===== src/rtl/periph_target_pkg.sv =====
// -----------------------------------------------------------------------------
// periph_target_pkg
//   Shared types and constants for the peripheral target adapter:
//     - state_t   : adapter FSM states (IDLE, ACCESS, RESP)
//     - DEC_*     : position of the word-index field inside the 1 KiB window
//     - OPC_*     : response opcode encoding (0 = ok, 1 = error)
//     - is_mapped : decode helper, true when a word index hits a mapped register
// -----------------------------------------------------------------------------
package periph_target_pkg;

  typedef enum logic [1:0] {
    IDLE   = 2'd0,
    ACCESS = 2'd1,
    RESP   = 2'd2
  } state_t;

  // Word index inside the 1 KiB window: byte address bits [9:2].
  localparam int DEC_LSB   = 2;
  localparam int DEC_MSB   = 9;
  localparam int DEC_WIDTH = DEC_MSB - DEC_LSB + 1;

  localparam logic OPC_OK  = 1'b0;
  localparam logic OPC_ERR = 1'b1;

  function automatic logic is_mapped(input logic [DEC_WIDTH-1:0] idx,
                                     input int                   num_regs);
    return 32'(idx) < 32'(num_regs);
  endfunction

endpackage


===== src/rtl/periph_target_timeout.sv =====
// -----------------------------------------------------------------------------
// periph_target_timeout
//   Loadable saturating cycle counter used to bound how long the adapter waits
//   for a register-bus acknowledge.
//
//   Ports:
//     clk        in   clock
//     rst        in   asynchronous active-high reset
//     clr        in   synchronous clear to 0
//     en         in   count enable (one increment per enabled cycle)
//     load       in   synchronous load of load_value (highest priority)
//     load_value in   value loaded when load is high
//     expire     out  high when enabled while the count sits at TIMEOUT_CYCLES-1
// -----------------------------------------------------------------------------
module periph_target_timeout #(
  parameter  int TIMEOUT_CYCLES = 255,
  localparam int CNT_WIDTH      = $clog2(TIMEOUT_CYCLES + 1)
) (
  input  logic                 clk,
  input  logic                 rst,
  input  logic                 clr,
  input  logic                 en,
  input  logic                 load,
  input  logic [CNT_WIDTH-1:0] load_value,
  output logic                 expire
);

  localparam logic [CNT_WIDTH-1:0] LAST = CNT_WIDTH'(TIMEOUT_CYCLES - 1);

  logic [CNT_WIDTH-1:0] count;

  // The final waiting cycle is the one in which the count already equals LAST,
  // so a timeout of N gives exactly N enabled cycles before expiry.
  assign expire = en && (count == LAST);

  // NOTE: clocked state is always assigned with <= so every flop samples the
  // pre-edge values of its neighbours regardless of statement order.
  always_ff @(posedge clk or posedge rst) begin
    if (rst) begin
      count <= '0;
    end else if (load) begin
      count <= load_value;
    end else if (clr) begin
      count <= '0;
    end else if (en && (count < LAST)) begin
      count <= count + 1'b1;
    end
  end

endmodule


===== src/rtl/periph_target_adapter.sv =====
// -----------------------------------------------------------------------------
// periph_target_adapter
//   Responder end of the cluster peripheral req/gnt/r_valid protocol. Each
//   granted request is turned into one access on an ack-based register bus and
//   answered with exactly one in-order response. Unmapped or timed-out accesses
//   answer with an error opcode and zero data.
//
//   Core side:
//     data_req_i / data_gnt_o          request / combinational grant
//     data_add_i                       byte address, only [9:2] decoded
//     data_wen_i                       1 = read, 0 = write
//     data_wdata_i / data_be_i         write data / byte enables
//     data_r_valid_o                   one-cycle response strobe
//     data_r_rdata_o / data_r_opc_o    response data / 1 = error
//   Register side:
//     reg_req_o                        access request, held until ack
//     reg_add_o / reg_wen_o            word index / 1 = read
//     reg_wdata_o / reg_be_o           write data / byte enables
//     reg_ack_i                        access complete
//     reg_rdata_i / reg_err_i          read data / slave error, valid with ack
// -----------------------------------------------------------------------------
module periph_target_adapter
  import periph_target_pkg::*;
#(
  parameter  int ADDR_WIDTH     = 32,
  parameter  int DATA_WIDTH     = 32,
  parameter  int BE_WIDTH       = DATA_WIDTH / 8,
  parameter  int NUM_REGS       = 16,
  parameter  int TIMEOUT_CYCLES = 255,
  localparam int REG_ADDR_WIDTH = (NUM_REGS > 1) ? $clog2(NUM_REGS) : 1
) (
  input  logic                      clk,
  input  logic                      rst_i,
  // core side
  input  logic                      data_req_i,
  input  logic [ADDR_WIDTH-1:0]     data_add_i,
  input  logic                      data_wen_i,
  input  logic [DATA_WIDTH-1:0]     data_wdata_i,
  input  logic [BE_WIDTH-1:0]       data_be_i,
  output logic                      data_gnt_o,
  output logic                      data_r_valid_o,
  output logic [DATA_WIDTH-1:0]     data_r_rdata_o,
  output logic                      data_r_opc_o,
  // register bus side
  output logic                      reg_req_o,
  output logic [REG_ADDR_WIDTH-1:0] reg_add_o,
  output logic                      reg_wen_o,
  output logic [DATA_WIDTH-1:0]     reg_wdata_o,
  output logic [BE_WIDTH-1:0]       reg_be_o,
  input  logic                      reg_ack_i,
  input  logic [DATA_WIDTH-1:0]     reg_rdata_i,
  input  logic                      reg_err_i
);

  state_t               state;
  logic [DEC_WIDTH-1:0] word_idx;
  logic                 mapped;
  logic                 in_access;
  logic                 timeout_expire;

  assign word_idx  = data_add_i[DEC_MSB:DEC_LSB];
  assign mapped    = is_mapped(word_idx, NUM_REGS);
  assign in_access = (state == ACCESS);

  // Only the word-index field takes part in decode; the rest of the address
  // is intentionally ignored.
  logic unused_addr_bits;
  assign unused_addr_bits = ^{data_add_i[ADDR_WIDTH-1:DEC_MSB+1],
                              data_add_i[DEC_LSB-1:0]};

  // Grant is combinational so a request issued in IDLE or alongside a response
  // is accepted in the same cycle. It is masked during reset so that every
  // output reads 0 while rst_i is high.
  assign data_gnt_o = data_req_i && !in_access && !rst_i;

  periph_target_timeout #(
    .TIMEOUT_CYCLES (TIMEOUT_CYCLES)
  ) u_timeout (
    .clk        (clk),
    .rst        (rst_i),
    .clr        (!in_access || reg_ack_i),
    .en         (in_access && !reg_ack_i),
    .load       (data_gnt_o && mapped),
    .load_value ('0),
    .expire     (timeout_expire)
  );

  always_ff @(posedge clk or posedge rst_i) begin
    if (rst_i) begin
      state          <= IDLE;
      data_r_valid_o <= 1'b0;
      data_r_rdata_o <= '0;
      data_r_opc_o   <= OPC_OK;
      reg_req_o      <= 1'b0;
      reg_add_o      <= '0;
      reg_wen_o      <= 1'b0;
      reg_wdata_o    <= '0;
      reg_be_o       <= '0;
    end else begin
      // Response strobe is one cycle unless a new response is produced below.
      data_r_valid_o <= 1'b0;

      unique case (state)
        IDLE, RESP: begin
          if (data_gnt_o) begin
            if (mapped) begin
              state       <= ACCESS;
              reg_req_o   <= 1'b1;
              reg_add_o   <= word_idx[REG_ADDR_WIDTH-1:0];
              reg_wen_o   <= data_wen_i;
              reg_wdata_o <= data_wdata_i;
              reg_be_o    <= data_be_i;
            end else begin
              // Unmapped: answer next cycle without touching the register bus.
              state          <= RESP;
              data_r_valid_o <= 1'b1;
              data_r_rdata_o <= '0;
              data_r_opc_o   <= OPC_ERR;
            end
          end else begin
            state <= IDLE;
          end
        end

        ACCESS: begin
          // An ack in the last allowed cycle takes precedence over the timeout.
          if (reg_ack_i) begin
            state          <= RESP;
            reg_req_o      <= 1'b0;
            data_r_valid_o <= 1'b1;
            data_r_rdata_o <= reg_wen_o ? reg_rdata_i : '0;
            data_r_opc_o   <= reg_err_i;
          end else if (timeout_expire) begin
            state          <= RESP;
            reg_req_o      <= 1'b0;
            data_r_valid_o <= 1'b1;
            data_r_rdata_o <= '0;
            data_r_opc_o   <= OPC_ERR;
          end
        end

        default: begin
          state     <= IDLE;
          reg_req_o <= 1'b0;
        end
      endcase
    end
  end

endmodule


===== config.mk =====
export PLATFORM = sky130hd
export DESIGN_NAME = periph_target_adapter
export DESIGN_NICKNAME = d
export VERILOG_FILES = /design/src/rtl/periph_target_pkg.sv /design/src/rtl/periph_target_timeout.sv /design/src/rtl/periph_target_adapter.sv
export SDC_FILE = /design/constraint.sdc
export NUM_CORES = 1
export LEC_CHECK = 0
export CAP_MARGIN = 25
export CORE_MARGIN = 2
export CORE_UTILIZATION = 42
export DETAILED_ROUTE_END_ITERATION = 7
export PLACE_DENSITY = 0.91
export SETUP_SLACK_MARGIN = 0.02
export SYNTH_ARGS = -nofsm -noshare
export SYNTH_HDL_FRONTEND = slang
export SYNTH_SLANG_ARGS = --single-unit

===== constraint.sdc =====
create_clock -name clk -period 4.2 [get_ports clk]
set_clock_uncertainty 0.2 [all_clocks]
set_input_delay 0.84 -clock clk [delete_from_list [all_inputs] [get_ports clk]]
set_output_delay 0.84 -clock clk [all_outputs]
set_load 0.05 [all_outputs]

## Word level (Yosys, flattened, before mapping)

Cells that the tools add are included.

| storage, ports and cells | value |
|---|---|
| output and inout bits | 77 |
| word-level logic and storage cells | 66 |
| bits of input ports | 106 |
| bits in registers | 86 |

| operators by class | value |
|---|---|
| order comparisons | 2 |
| equality and inequality tests | 7 |
| $add $sub $neg | 1 |
| multiplexer cells | 29 |
| reductions and logical operators | 17 |

Operators with widths:

| operator | count |
|---|---|
| $mux 32 | 5 |
| $pmux 32 s2 | 1 |
| $mux 8 | 3 |
| $mux 1 | 12 |
| $add 8x1->8 const B | 1 |
| $eq 8x8->1 const B | 1 |
| $lt 8x5->1 const B | 1 |
| $lt 8x8->1 const B | 1 |
| $mux 2 | 4 |
| $logic_and 1x1->1 | 6 |
| $ne 2x2->1 const B | 3 |
| $pmux 1 s2 | 3 |
| $reduce_and 3->1 | 2 |
| $pmux 2 s2 | 1 |
| $reduce_and 4->1 | 1 |
| $logic_not 1->1 | 3 |
| $ne 3x2->1 const B | 1 |
| $reduce_bool 3->1 | 1 |
| $eq 2x1->1 const B | 1 |
| $eq 2x2->1 const B | 1 |
| $logic_not 2->1 | 1 |
| $reduce_bool 2->1 | 1 |
| $reduce_or 2->1 | 1 |
| $logic_or 1x1->1 | 1 |

## Longest topological paths before layout

Gate-level depths: netlist of run 1.

| depth | value |
|---|---|
| depth in word-level cells | 6 |
| mapped depth | 6 |
| depth with buffers taken out | 4 |

## Hierarchy

Synthesis of run 1 repeated with hierarchy kept, for this count alone.

| second synthesis, totals | value |
|---|---|
| cell total of the unflattened synthesis | 256 |
| area, all modules | 3667.3 µm² |

By module, submodules not included:

| module | area each (µm²) | sequential area each (µm²) | instances | cells each |
|---|---|---|---|---|
| periph_target_adapter | 3104.2 | 1951.9 | 1 | 187 |
| periph_target_timeout | 563.0 | 200.2 | 1 | 69 |

## Worst setup path before layout of run 1

Ideal clock, no wire load.

| timing | value |
|---|---|
| path kind | in2out |
| start point | in rst_i |
| end point | out data_gnt_o |
| cell stages on the path | 2 |
| arrival time | 3332 ps |
| path slack | -172 ps |
| data required time | 3160 ps |
| buffers on the path | 0 |
| cells stage by stage | inv_1 > and3_1 |

| on the way | value |
|---|---|
| longest elaborated chain between the ends | 2 |

Ends and longest elaborated chain:

| item | line | RTL |
|---|---|---|
| start, declared | periph_target_adapter.sv:33 | `input logic rst_i,` |
| $logic_not 1->1 (no line) | n/a |  |
| $logic_and 1x1->1 | periph_target_adapter.sv:74 | `assign data_gnt_o = data_req_i && !in_access && !rst_i;` |
| end, declared | periph_target_adapter.sv:40 | `output logic data_gnt_o,` |

Every way passes these cells.

## Worst setup path in the final report of run 1

Ends and elaborated chain as after synthesis.

==> metrics.txt, run 1 <==
DRT Pass-1 Iters=4; Worst R2R End=reg_wdata_o[15]$_DFFE_PP0P_; CTS sink count=86; CP startpoint kind=input pin; Post-CTS Setup Repair Bufs=0; post-synth top area share=54.07%; fmax=346.4 MHz; clk_lat worst skew=350 ps; Critical Path RT=3160 ps; pins over their slew limit=0; DP Wirelength=7.345 mm; Area Growth Syn to Fin=46.84%; io pins=183; yosys warns=0; Setup Crit Path Kind=input pin to output port; global route hottest layer=met2; H-tree levels=3; outcome=completed; total grt overflow=0; die boundary height=101.3 um; Setup crit start=rst_i; vias in the first global route=3346; port buffer count=158; switching power=0.0007766 W; Hold Crit Depth=1; CP arrival=1850 ps; dpl cells=586; P_int=0.001460 W; Syn Inst Count=337; sequential share of power=42.8%; syn_area_per_cell=11.81 um2; post-synthesis sequential area ratio=54.07%; largest net degree at the start of global routing=51; worst r2r path cells=4; Worst path max stage delay=550 ps; min cycle time layout=2887 ps; switching part of the total power=34.72%; post-CTS resize count=0; DRC Markers=0; vias=3208; Core ar.=9196 um2; max cap viols=0; GRT Total Usage=20.36%; Yosys reg bits=86; CTS buffer count=9; HP Start=reg_wdata_o[12]$_DFFE_PP0P_; # rows=35; WL/cell=17.19 um; starting density of the core=43.28%; die area=10270 um2; Pwr Density=382.7 nW/um2; final net count=594; Final TNS setup=0 ps; first-pass GRT wire length=16.42 mm; Synth cell types=40; Detail Route Antenna Nets=0; nature of the critical path endpoint=output port; Synth area leaders=dfrtp_1 54%, mux2_2 11%, o211ai_2 8.2%, o211ai_1 7.2%, nand2_1 3.8%; ANT cells=0; Reg2Reg Launch Point=state[0]$_DFFE_PP0P_; root buffer cell=clkbuf_8; initial antenna violation count=0; Fill cells=728; r2r setup slk=1950 ps; worst min path class=flop to flop; Hold Vio Cnt, Final=0; die width=101.3 um; Max Buffers Root-to-Sink=2; drt total wl=10.35 mm; met2 Usage GRT=34.13%; syn nets=445; Clock transition at path regs=80 ps; combinational power share=30.6%; Max transition margin=50.76%; vias per cell=5.329; VDD IR max=251.6 uV; largest area contributor in the netlist=dfrtp_1; Slowest cell on crit path=clkdlybuf4s50_1; Async SR Flop Fraction=100.0%; GR Layer Usage met3=4.693%; Clock power frac=26.6%; RSZ-0062 raised after global routing=false; CTS tree=built; routing usage on met1=25.11%; share of cells above drive strength 1=19.14%; Top FF cell, synth=dfrtp_1; hold_ws=310.8 ps; Final setup viols=0; Reg area=2152 um2; number of hold buffers added after cts=0; area of the multi-input gates=1553 um2; final instance count without filler cells=602; Post-Syn Area=3980 um2; Period Utilization, post-route=68.74%; leakage dissipation=2.423 nW; Hold EP=reg_wdata_o[12]$_DFFE_PP0P_; initial detailed-routing violation count=126; Critical Path, Cell by Cell=clkdlybuf4s50_1 -> clkinvlp_4 -> and3_1 -> buf_4; gpl congestion=0.7763; Worst Max-Slew Pin Slew=738.6 ps; number of synthesized flops with an enable pin=0; critical-path maximum fanout=3
[cells in the final DEF, fill, tap and decap left out, types with 2 or more instances in the layout]
cell             instances
a21oi_1                  6
a31o_2                   2
a31oi_1                  2
buf_4                    6
clkbuf_8                 9
clkdlybuf4s50_1        157
clkinvlp_4               4
dfrtp_1                 86
ha_1                     2
inv_1                   35
inv_6                    2
mux2_1                   3
mux2_2                  38
mux2i_1                  2
nand2_1                 39
nand2b_1                 2
nand3_1                  3
nor2_1                   2
nor3b_1                  2
o211ai_1                38
o211ai_2                26
o21a_1                   2
[state kept, by name, indices dropped and copies added (netlist names)]
name,cells
u_timeout.count,8
reg_be_o,4
reg_wdata_o,32
data_r_rdata_o,32
data_r_opc_o,1
state,2
reg_req_o,1
reg_wen_o,1
data_r_valid_o,1
reg_add_o,4
[cell usage after synthesis (2+ instances only)]
library cell,count
inv_1,36
nor3b_1,2
o211ai_1,38
a21oi_1,6
ha_1,2
nand3_1,3
dfrtp_1,86
buf_2,6
nand2_1,40
o211ai_2,26
mux2i_1,2
o21a_1,2
clkbuf_1,17
buf_6,3
mux2_1,3
a31oi_1,2
nor2_1,2
mux2_2,38
nand2b_1,2
[stage by stage]
stage / area, um2 / setup WS [ps] / power [W] / utilization, %
2_1_floorplan: 3984 / 428.9 / 0.001370 / -
3_3_place_gp: 5599 / 1095 / 0.001641 / 60.88
3_5_place_dp: 5647 / 1066 / 0.001662 / 61.40
4_1_cts: 5844 / 1311 / 0.002262 / 63.55
5_1_grt: 5844 / 1249 / 0.002325 / 63.55
6_report: 5844 / 1313 / 0.002237 / 63.55
[cell families (layout without fill, tap and decap cells)]
family                   after synthesis  in the layout  synth area share, %
AND/OR/NAND/NOR                       61             61                7.671
flip-flops                            86             86                54.07
multiplexers                          43             43                12.10
buffers and inverters                 63            217                6.979
AO/OA/AOI/OAI                         82             82                18.55
adder cells (fa/ha/maj)                2              2               0.6286
[how the worst max path moves through the flow]
stage | to | slack (ps) | depth (start not counted)
after detailed placement | reg_wdata_o[15]$_DFFE_PP0P_ | 1070 | 5
final | data_gnt_o | 1310 | 4
after global routing | data_gnt_o | 1250 | 4
after CTS | data_gnt_o | 1310 | 4
after floorplan | data_gnt_o | 430 | 2
after global placement | data_r_opc_o$_DFFE_PP0P_ | 1100 | 4
[worst max-delay path, delay by kind of cell]
kind | cells | cell delay [ps]
buf+inv | 3 | 850
simple gates | 1 | 160
[final cells by class]
type / count / area share, %
tap: 111 / 2.376
inverter: 36 / 2.376
clock buffer: 10 / 2.184
timing repair buffer: 165 / 28.47
clock inverter: 6 / 1.199
sequential: 86 / 36.82
multi-input combinational: 188 / 26.57
[power by group through the flow]
stage | sequential, W | combinational [W] | clock (W)
final | 0.000957 | 0.000685 | 0.000595
after global routing | 0.000967 | 0.000711 | 0.000647
after CTS | 0.000957 | 0.000690 | 0.000614
after detailed placement | 0.000974 | 0.000689 | 0
after global placement | 0.000965 | 0.000675 | 0
after floorplan | 0.00127 | 0.000104 | 0
[routing by layer]
| metal | vias up | routed length, um |
|---|---|---|
| met5 | - | 0 |
| met3 | 19 | 463 |
| met4 | 0 | 251 |
| li1 | 1479 | - |
| met1 | 1607 | 4108 |
| met2 | 103 | 5525 |
(Power assumes the default switching activity.)
==> run 2, diff against run 1 <==
- clock period: 4.2 -> 2.8 ns (I/O delays scaled with it)
==> metrics.txt, run 2 (same netlist as run 1, synthesis figures left out) <==
outcome=completed; worst r2r path cells=4 (unchanged); die boundary height=101.3 um (unchanged); P_int=0.002305 W (+58%); switching part of the total power=33.33% (-1.4 points); GRT Total Usage=19.96% (-0.40 points); switching power=0.001152 W (+48%); WL/cell=16.66 um (-3.1%); Critical Path, Cell by Cell=clkdlybuf4s50_1; Slowest cell on crit path=clkdlybuf4s50_1; initial detailed-routing violation count=120 (-4.8%); Post-CTS Setup Repair Bufs=0 (unchanged); ANT cells=0 (unchanged); initial antenna violation count=0 (unchanged); HP Start=reg_be_o[1]$_DFFE_PP0P_; combinational power share=29.7% (-0.9 points); pre-CTS WS=296.6 ps (-769.2 ps); clk_lat worst skew=350 ps (about the same); io pins=183 (unchanged); placed instance area=5674 um2 (+0.49%); VDD IR max=326.0 uV (+30%); Final TNS setup=0 ps (unchanged); port buffer count=158 (unchanged); CP arrival=1560 ps (-290 ps); Reg2Reg Launch Point=state[0]$_DFFE_PP0P_; min cycle time layout=2325 ps; vias=3220 (+0.37%); Buffers & Inverters on Critical Path=1 (-2); CTS sink count=86 (unchanged); vias in the first global route=3312 (-1.0%); gpl congestion=0.8668 (+12%); vias per cell=5.322 (-0.12%); DRC Markers=0 (unchanged); starting density of the core=43.28% (unchanged); Final setup viols=0 (unchanged); Max transition margin=56.76% (+6.0 points); Hold Crit Depth=1 (unchanged); Setup crit start=data_r_rdata_o[22]$_DFFE_PP0P_; largest net degree at the start of global routing=59 (+16%); first-pass GRT wire length=16.25 mm (-1.1%); max cap viols=0 (unchanged); Final WS setup=475.1 ps (-837.9 ps); CP startpoint kind=flop; Fill cells=730 (+0.27%); die width=101.3 um (unchanged); Area Growth Syn to Fin=48.35%; fin area=5904 um2 (+1.0%); most frequent cells in the layout=157 x clkdlybuf4s50_1, 86 x dfrtp_1, 39 x nand2_1; number of hold buffers added after cts=0 (unchanged); Stages on worst setup path=1 (-3); dpl cells=589 (+0.51%); RSZ-0062 raised after global routing=false; Worst Max-Slew Pin Slew=647.2 ps (-91.38 ps); final instance count without filler cells=605 (+0.50%); DRT Pass-1 Iters=4 (unchanged); root buffer cell=clkbuf_8; Pwr Density=585.5 nW/um2 (+53%); fmax=430.1 MHz; PnR Total Power=0.003457 W (+55%); die area=10270 um2 (unchanged); Max Buffers Root-to-Sink=2 (unchanged); share of cells above drive strength 1=20.04% (+0.90 points); worst min path class=flop to flop; CTS tree=built; Clock transition at path regs=90 ps (about the same); leakage dissipation=2.455 nW (+1.4%); total grt overflow=0 (unchanged); top flop regs=data_r_rdata_o x32, reg_wdata_o x32, u_timeout.count x8; Hold Vio Cnt, Final=0 (unchanged); pins over their slew limit=0 (unchanged); nature of the critical path endpoint=output port; Setup Crit Path Kind=flop to output port; critical-path maximum fanout=3 (unchanged); post-CTS resize count=0 (unchanged); Worst path max stage delay=840 ps (+290 ps); H-tree levels=3 (unchanged); Core ar.=9196 um2 (unchanged); DP Wirelength=7.205 mm (-1.9%); Detail Route Antenna Nets=0 (unchanged); drt total wl=10.08 mm (-2.6%); Critical Path RT=2040 ps (-1120 ps); family with the most delay on the worst path=buffers and inverters; r2r setup slk=840 ps (-1110 ps); # rows=35 (unchanged); Period Utilization, post-route=83.03%; final net count=597 (+0.51%); commonest non-fill, non-tap cell in the layout=clkdlybuf4s50_1; Clock power frac=28.9% (+2.3 points); sequential share of power=41.5% (-1.3 points); CTS buffer count=9 (unchanged)
-- run 2: worst paths after layout --
path                                                  end
setup / recovery                       data_r_rdata_o[22]
hold / removal                    reg_be_o[1]$_DFFE_PP0P_
hold reg to reg                   reg_be_o[1]$_DFFE_PP0P_
setup reg to reg           data_r_rdata_o[23]$_DFFE_PP0P_
min in group asynchronous           reg_req_o$_DFFE_PP0P_
max in group asynchronous     reg_wdata_o[19]$_DFFE_PP0P_
-- run 2: power groups by stage --
stage,clock (W),sequential (W),combinational (W)
after floorplan,0,0.00190,0.000157
after global placement,0,0.00145,0.00101
after detailed placement,0,0.00146,0.00103
after CTS,0.00102,0.00143,0.00104
after global routing,0.00107,0.00145,0.00106
final,0.000997,0.00143,0.00103
-- run 2: metal layers --
metal | global-route usage [%] | part of all wire [%] | vias up
met5 | 0 | 0 | -
met4 | 7.692 | 1.9 | 0
met3 | 4.210 | 4.5 | 20
met2 | 33.47 | 53 | 105
met1 | 25.45 | 40 | 1606
li1 | - | - | 1489
-- run 2: per-stage QoR --
step	utilization, %	hold WS (ps)
2_1_floorplan	-	279.7
3_3_place_gp	61.40	276.8
3_5_place_dp	61.70	284.8
4_1_cts	64.20	306.2
5_1_grt	64.20	322.9
6_report	64.20	305.7
-- run 2: cell type report --
type                       instances  area [um2]  share of cell area [%]
sequential                        86        2152                   36.45
timing repair buffer             168        1687                   28.57
multi-input combinational        188        1558                   26.38
inverter                          36       138.9                   2.352
tap                              111       138.9                   2.352
clock buffer                      10       137.6                   2.331
clock inverter                     6       92.59                   1.568
==> run 3, diff against run 2 <==
- clock period: 2.8 -> 2.2 ns (I/O delays scaled with it)
==> metrics.txt, run 3 (same netlist as run 1, synthesis figures left out) <==
number of hold buffers added after cts=0 (unchanged); switching power=0.001447 W (+26%); dpl cells=593 (+0.68%); Critical Path, Cell by Cell=clkdlybuf4s50_1; switching part of the total power=34.50% (+1.2 points); Buffers & Inverters on Critical Path=1 (unchanged); most frequent cells in the layout=86 x dfrtp_1, 83 x clkdlybuf4s50_1, 40 x dlygate4sd2_1; H-tree levels=3 (unchanged); DRT Pass-1 Iters=4 (unchanged); Detail Route Antenna Nets=0 (unchanged); CTS buffer count=9 (unchanged); fmax=468.4 MHz; # rows=35 (unchanged); commonest non-fill, non-tap cell in the layout=dfrtp_1; final net count=601 (+0.67%); Post-CTS Setup Repair Bufs=0 (unchanged); CTS sink count=86 (unchanged); hold_ws=206.2 ps (-99.45 ps); worst min path class=input pin to asynchronous set/reset pin; VDD IR max=534.1 uV (+64%); total grt overflow=0 (unchanged); first-pass GRT wire length=16.34 mm (+0.55%); Period Utilization, post-route=97.05%; post-CTS resize count=40 (+40); Area Growth Syn to Fin=49.23%; RSZ-0062 raised after global routing=false; Hold Vio Cnt, Final=0 (unchanged); port buffer count=158 (unchanged); GRT Total Usage=19.98% (+0.021 points); vias per cell=5.296 (-0.50%); critical-path maximum fanout=2 (-1); Worst Max-Slew Pin Slew=536.6 ps (-110.6 ps); io pins=183 (unchanged); Final TNS setup=0 ps (unchanged); sequential share of power=43.4% (+1.9 points); die boundary height=101.3 um (unchanged); outcome=completed; max cap viols=0 (unchanged); P_int=0.002748 W (+19%); DRC Markers=0 (unchanged); WL/cell=16.64 um (-0.12%); final instance count without filler cells=609 (+0.66%); CP arrival=1500 ps (-60 ps); starting density of the core=43.28% (unchanged); die width=101.3 um (unchanged); PnR Total Power=0.004196 W (+21%); root buffer cell=clkbuf_8; placed instance area=5724 um2 (+0.88%); largest net degree at the start of global routing=87 (+47%); gpl congestion=0.7520 (-13%); Final setup viols=0 (unchanged); Max Buffers Root-to-Sink=2 (unchanged); top flop regs=data_r_rdata_o x32, reg_wdata_o x32, u_timeout.count x8; Core ar.=9196 um2 (unchanged); global route hottest layer=met2; Fill cells=719 (-1.5%); clk_lat worst skew=350 ps (about the same); family with the most delay on the worst path=buffers and inverters; nature of the critical path endpoint=output port; Clock power frac=26.3% (-2.6 points); vias in the first global route=3428 (+3.5%); share of cells above drive strength 1=21.08% (+1.0 points); routing usage on met1=23.44% (-2.0 points); Setup Crit Path Kind=flop to output port; min cycle time layout=2135 ps; die area=10270 um2 (unchanged); met2 Usage GRT=36.02% (+2.5 points); ANT cells=0 (unchanged); Slowest cell on crit path=clkdlybuf4s50_1; fin area=5939 um2 (+0.59%); CTS tree=built; initial antenna violation count=0 (unchanged); CP startpoint kind=flop; Pwr Density=706.4 nW/um2 (+21%); DP Wirelength=7.230 mm (+0.35%); Clock transition at path regs=90 ps (about the same); Critical Path RT=1560 ps (-480 ps); Max transition margin=64.17% (+7.4 points); GR Layer Usage met3=4.486% (+0.28 points); leakage dissipation=3.045 nW (+24%); Worst path max stage delay=800 ps (-40 ps); initial detailed-routing violation count=148 (+23%); combinational power share=30.4% (+0.7 points); pins over their slew limit=0 (unchanged); vias=3225 (+0.16%); drt total wl=10.13 mm (+0.54%)
run 3: cell count changes in the layout (fill, tap and decap cells not counted), sizes merged:
cell           delta
buf               +8
bufinv            -1
clkbuf            +1
clkdlybuf4s50    -74
dlygate4sd2      +40
dlymetal6s2s     +30
run 3: power groups by stage:
stage	Clock [W]	Sequential [W]	Combinational (W)
floorplan	0	0.00242	0.000200
global placement	0	0.00184	0.00130
detailed placement	0	0.00186	0.00132
CTS	0.00112	0.00183	0.00130
global route	0.00119	0.00184	0.00133
finish	0.00110	0.00182	0.00127
run 3: metrics by stage:
step	util, %	setup WS (ps)
2_1_floorplan	-	-613.7
3_3_place_gp	62.24	-33.11
3_5_place_dp	62.24	-92.04
4_1_cts	63.77	21.65
5_1_grt	64.59	22.58
6_report	64.59	64.88
run 3: final timing paths:
check                                      startpoint                        endpoint  slack (ps)  cells past startpoint
min reg2reg                   reg_be_o[2]$_DFFE_PP0P_         reg_be_o[2]$_DFFE_PP0P_         300                      1
min                                             rst_i  data_r_rdata_o[11]$_DFFE_PP0P_         210                      4
max                        reg_wdata_o[2]$_DFFE_PP0P_                  reg_wdata_o[2]          60                      1
min in group clk              reg_be_o[2]$_DFFE_PP0P_         reg_be_o[2]$_DFFE_PP0P_         300                      1
max in group asynchronous                       rst_i  data_r_rdata_o[25]$_DFFE_PP0P_        1240                      4
max reg2reg                      state[0]$_DFFE_PP0P_  data_r_rdata_o[31]$_DFFE_PP0P_         340                      4
run 3: cell type report:
class	instances	area (um2)	area share, %
Sequential cell	86	2152	36.23
Timing Repair Buffer	172	1762	29.66
Clock inverter	5	58.81	0.9901
Clock buffer	11	131.4	2.212
Multi-Input combinational cell	188	1558	26.23
Inverter	36	138.9	2.338
Tap cell	111	138.9	2.338
run 3: metal layers:
| metal | vias up | share of wire [%] |
|---|---|---|
| li1 | 1501 | - |
| met1 | 1621 | 40 |
| met2 | 91 | 54 |
| met3 | 12 | 4.6 |
| met4 | 0 | 1.3 |
| met5 | - | 0 |
